## config.mk

```make
export PLATFORM = sky130hd
export DESIGN_NAME = xs3_to_bcd_deser
export DESIGN_NICKNAME = d
export VERILOG_FILES = /design/src/rtl/xs3_to_bcd_deser.sv
export SDC_FILE = /design/constraint.sdc
export NUM_CORES = 1
export LEC_CHECK = 0
export CAP_MARGIN = 40
export CORE_ASPECT_RATIO = 0.8
export CORE_MARGIN = 2
export CORE_UTILIZATION = 55
export CTS_BUF_LIST = sky130_fd_sc_hd__clkbuf_2 sky130_fd_sc_hd__clkbuf_4 sky130_fd_sc_hd__clkbuf_8
export DETAILED_ROUTE_END_ITERATION = 10
export DONT_BUFFER_PORTS = 1
export PLACE_DENSITY_LB_ADDON = 0.2
export SETUP_SLACK_MARGIN = 0.3
export SYNTH_ARGS = -nofsm -noshare
export SYNTH_HDL_FRONTEND = slang
export SYNTH_SLANG_ARGS = --single-unit
```

## constraint.sdc

```tcl
create_clock -name clk -period 1.7 [get_ports clk]
set_input_delay 0 -clock clk [delete_from_list [all_inputs] [get_ports clk]]
set_output_delay 0 -clock clk [all_outputs]
set_load 0.05 [all_outputs]
```

## src/rtl/xs3_to_bcd_deser.sv

```systemverilog
// Serial Excess-3 to packed-BCD receiver.
// Accepts one XS3 digit per handshake, converts it to BCD and shifts it into
// a word of up to DIGITS digits. The finished word is held on a valid/ready
// output port. The block is single-buffered: no input is accepted while a word
// is pending.
module xs3_to_bcd_deser #(
  parameter int DIGITS = 4
) (
  input  logic                  clk,
  input  logic                  rst_n,
  input  logic                  in_valid,
  output logic                  in_ready,
  input  logic [3:0]            in_xs3,
  input  logic                  in_last,
  output logic                  out_valid,
  input  logic                  out_ready,
  output logic [4*DIGITS-1:0]   out_bcd,
  output logic [3:0]            out_ndig,
  output logic                  out_err
);

  typedef enum logic {
    COLLECT = 1'b0,
    HOLD    = 1'b1
  } state_t;

  state_t              state_reg;
  logic [4*DIGITS-1:0] word_reg;
  logic [4*DIGITS-1:0] word_next;
  logic [3:0]          count_reg;
  logic [3:0]          count_next;
  logic                err_reg;
  logic                illegal;
  logic [3:0]          bcd_digit;
  logic                word_done;

  // Digit decode: legal XS3 codes are 0x3..0xC; anything else decodes to 0
  // and flags the word as erroneous.
  assign illegal   = (in_xs3 < 4'd3) || (in_xs3 > 4'd12);
  assign bcd_digit = illegal ? 4'd0 : (in_xs3 - 4'd3);

  assign count_next = count_reg + 4'd1;
  assign word_done  = (count_next == 4'(DIGITS)) || in_last;

  // New digit enters at the bottom, so the first-received digit ends up most
  // significant. A one-digit word has nothing to shift.
  generate
    if (DIGITS == 1) begin : g_shift_single
      assign word_next = bcd_digit;
    end else begin : g_shift_multi
      assign word_next = {word_reg[4*DIGITS-5:0], bcd_digit};
    end
  endgenerate

  // Handshake flags come straight from the state register, so neither input
  // valid nor output ready can reach them combinationally.
  assign in_ready  = (state_reg == COLLECT);
  assign out_valid = (state_reg == HOLD);
  assign out_bcd   = word_reg;
  assign out_ndig  = count_reg;
  assign out_err   = err_reg;

  // Collect digits until the word is full or tagged last, then hold it until
  // the consumer takes it; the accumulator is cleared on that same edge.
  always_ff @(posedge clk) begin
    if (!rst_n) begin
      state_reg <= COLLECT;
      word_reg  <= '0;
      count_reg <= '0;
      err_reg   <= 1'b0;
    end else begin
      case (state_reg)
        COLLECT: begin
          if (in_valid) begin
            word_reg  <= word_next;
            count_reg <= count_next;
            err_reg   <= err_reg | illegal;
            if (word_done) begin
              state_reg <= HOLD;
            end
          end
        end
        HOLD: begin
          if (out_ready) begin
            word_reg  <= '0;
            count_reg <= '0;
            err_reg   <= 1'b0;
            state_reg <= COLLECT;
          end
        end
        default: begin
          state_reg <= COLLECT;
        end
      endcase
    end
  end

endmodule

```

==> impl_metrics.tcl <==
set metrics [dict create \
    ir_drop_mv 0.599 \
    post-cts-setup-buffers 0 \
    p_leak_nw 0.510 \
    min_period_ns 1.34 \
    path_max_fanout 2 \
    drv_cap 0 \
    fp-row-count 13 \
    dieArea_um2 2150 \
    design.core.area_um2 1660 \
    critical_path.max_stage_delay_ns 0.57 \
    syn_nets 117 \
    hold_viol_final 0 \
    path_clk_slew_ns 0.12 \
    fmax_ghz 0.746 \
    place.gp.congestion 0.734 \
    tns_ns 0 \
    io_buffers 0 \
    status "finished clean" \
    critPathSlowestCell "dlygate4sd3_1" \
    cts_tree "done" \
    syn_avg_cell_area_um2 9.48 \
    grt_max_degree 24 \
    antenna_found_initial 0 \
    dr.pass1.iters 4 \
    drt_iter0_drc 23 \
    cp.arrival_ns 1.55 \
    fin_worst_skew_ns 0.00158 \
    grt_pass1_vias 774 \
    wire_per_inst_um 15.6 \
    grt_pass1_wl_um 3660 \
    yosys_warnings 0 \
    place_inst 144 \
    ant_nets 0 \
    routed_wl_um 2430 \
    start_kind "input port" \
    clock_sinks 22 \
    die_w_um 51.3 \
    area_growth_pct 31.6 \
    crit_path_cell_trace "dlygate4sd3_1, a21oi_1, xnor2_1, dlygate4sd3_1, o21ai_0" \
    setup_viol_count_final 0 \
    io-pin-count 32 \
    drcViolationCount 0 \
    min_path_type "in -> reg" \
    root_buffer "clkbuf_4" \
    crit_buf_inv 2 \
    drive_above_1_share 0.239 \
    rsz0062_at_grt "false" \
    required_ns 1.91 \
    cts_buffer_depth 2 \
    criticalPathCategory "in -> reg" \
    netlist_area_um2 986 \
    place.detailed.hpwl_um 1540 \
    diodes 0 \
    final_util 0.782 \
    synthCells 104 \
    synth-seq-cells 22 \
    cts_buffers 3 \
    power_density_nw_per_um2 805 \
    htree_levels 1 \
    finalCritPeriodShare 0.789 \
    finalMaxSlewViolations 0 \
    seq_area_frac_synth 0.447 \
    grtUsageTotal 0.234 \
    vias 891 \
    clock_latency_ns 0.32 \
    critical-path-top-delay-family "buffers and inverters" \
    grt.overflow.total 0 \
    crit_path_frequent_cell "dlygate4sd3_1" \
    stdcell_count 156 \
    fp.dieH_um 41.9 \
    tightest_slew_ns 0.635 \
    final_nets 148 \
    vias_per_cell 5.71 \
    cp-end-kind "register" \
    slew_headroom 0.575 \
    ys_types 28 \
    initial_core_util 0.594 \
    r2r_slack_ns 0.41 \
]
-- layout make-up --
cell class / count / area (um2)
multi-input cells: 71 / 505
flip-flops and latches: 22 / 449
fillers: 131 / 362
repair buffers: 32 / 260
clock buffers: 4 / 36.3
well taps: 22 / 27.5
inverters: 5 / 18.8
-- worst paths after layout --
| check | start | to | depth (start not counted) |
|---|---|---|---|
| worst max-delay path | in_xs3[0] | out_bcd[3]$_SDFFE_PN0P_ | 5 |
| worst min-delay path | in_valid | out_ndig[2]$_SDFFE_PN0P_ | 3 |
| worst max register to register | out_ndig[0]$_SDFFE_PN0P_ | out_ndig[2]$_SDFFE_PN0P_ | 4 |
| worst min register to register | out_bcd[2]$_SDFFE_PN0P_ | out_bcd[2]$_SDFFE_PN0P_ | 2 |
-- state kept, by name, indices dropped and copies added (netlist names) --
| signal | flops |
|---|---|
| out_valid | 1 |
| out_bcd | 16 |
| out_err | 1 |
| out_ndig | 4 |
-- worst register-to-register path, stage by stage, from the launching register on --
cell	delay, ns
dfxtp_4	0.51
ha_4	0.19
inv_1	0.06
or3_1	0.34
a21boi_1	0.14
-- metal layers --
layer | up-vias | share of wire | track usage
met5 | - | 0 | 0
met4 | 0 | 0.014 | 0.0684
met3 | 4 | 0.062 | 0.101
met2 | 32 | 0.50 | 0.390
met1 | 422 | 0.42 | 0.275
li1 | 433 | - | -
-- logic make-up (layout without fill, tap and decap cells) --
group / after synthesis / after routing / share of synthesized area
AND/OR/NAND/NOR: 33 / 33 / 0.199
AO/OA/AOI/OAI: 30 / 30 / 0.212
flip-flops: 22 / 22 / 0.447
buffers and inverters: 11 / 41 / 0.0533
adder cells (fa/ha/maj): 4 / 4 / 0.0508
XOR/XNOR: 2 / 2 / 0.0178
multiplexers: 2 / 2 / 0.0203
-- cell usage in the layout (no fill, tap or decap) --
master         netlist  layout
a21boi_1             4       4
nand2b_1             1       1
and3_1               2       2
a211o_1              1       1
mux2i_1              2       2
nor3b_1              1       1
o21a_1               1       1
a22oi_1             13      13
clkbuf_4             0       3
dfxtp_4              0       2
dfxtp_2              0       1
nor2b_1             16      16
or3_1                2       2
o21ai_1              1       1
buf_4                0      24
ha_1                 4       3
a21boi_0             1       1
a311oi_1             1       1
ha_4                 0       1
dlygate4sd3_1        0       8
a21oi_1              4       4
nand4_1              4       4
o2111ai_1            1       1
o21ai_0              3       3
xnor2_1              2       2
nand2_1              3       3
clkbuf_8             0       1
nand3b_1             1       1
inv_1                5       5
nor2_1               1       1
nand3_1              2       2
dfxtp_1             22      19
-- synthesized netlist by cell type, drive strengths merged --
| cell | instances | area (um2) |
|---|---|---|
| a22oi | 13 | 97.6 |
| nor2 | 1 | 3.75 |
| xnor2 | 2 | 17.5 |
| a311oi | 1 | 8.76 |
| nor3b | 1 | 7.51 |
| inv | 5 | 18.8 |
| dfxtp | 22 | 440 |
| nor2b | 16 | 100 |
| o21ai | 4 | 20.0 |
| nand3 | 2 | 10.0 |
| a211o | 1 | 8.76 |
| a21oi | 4 | 20.0 |
| clkbuf | 2 | 7.51 |
| o21a | 1 | 7.51 |
| nand2b | 1 | 6.26 |
| and3 | 2 | 12.5 |
| or3 | 2 | 12.5 |
| nand4 | 4 | 25.0 |
| o2111ai | 1 | 8.76 |
| ha | 4 | 50.1 |
| nand3b | 1 | 7.51 |
| buf | 4 | 26.3 |
| mux2i | 2 | 20.0 |
| a21boi | 5 | 37.5 |
| nand2 | 3 | 11.3 |
-- per-stage QoR --
stage                     hold WS (ns)  setup slack, ns  power, mW  cell area, um2
after floorplan                  0.153            0.310      0.694             990
after global placement           0.120            0.342      0.725            1160
after detailed placement         0.128            0.269      0.729            1160
after CTS                       0.0213            0.351       1.04            1280
after global routing            0.0547            0.301       1.08            1300
final                           0.0184            0.359       1.04            1300
-- what timing repair did --
| item | in CTS | in global routing |
|---|---|---|
| hold endpoints to repair | 22 | 0 |
| endpoints found under the setup margin | 1 | 1 |
| hold buffers | 8 | 0 |
| gates resized for setup | 2 | 2 |
-- report_power, final --
group          internal [mW]  switching, mW
clock                  0.131          0.166
combinational         0.0742          0.115
sequential             0.531         0.0274
total                  0.737          0.308
No activity file was read; power rests on OpenSTA's default activity.
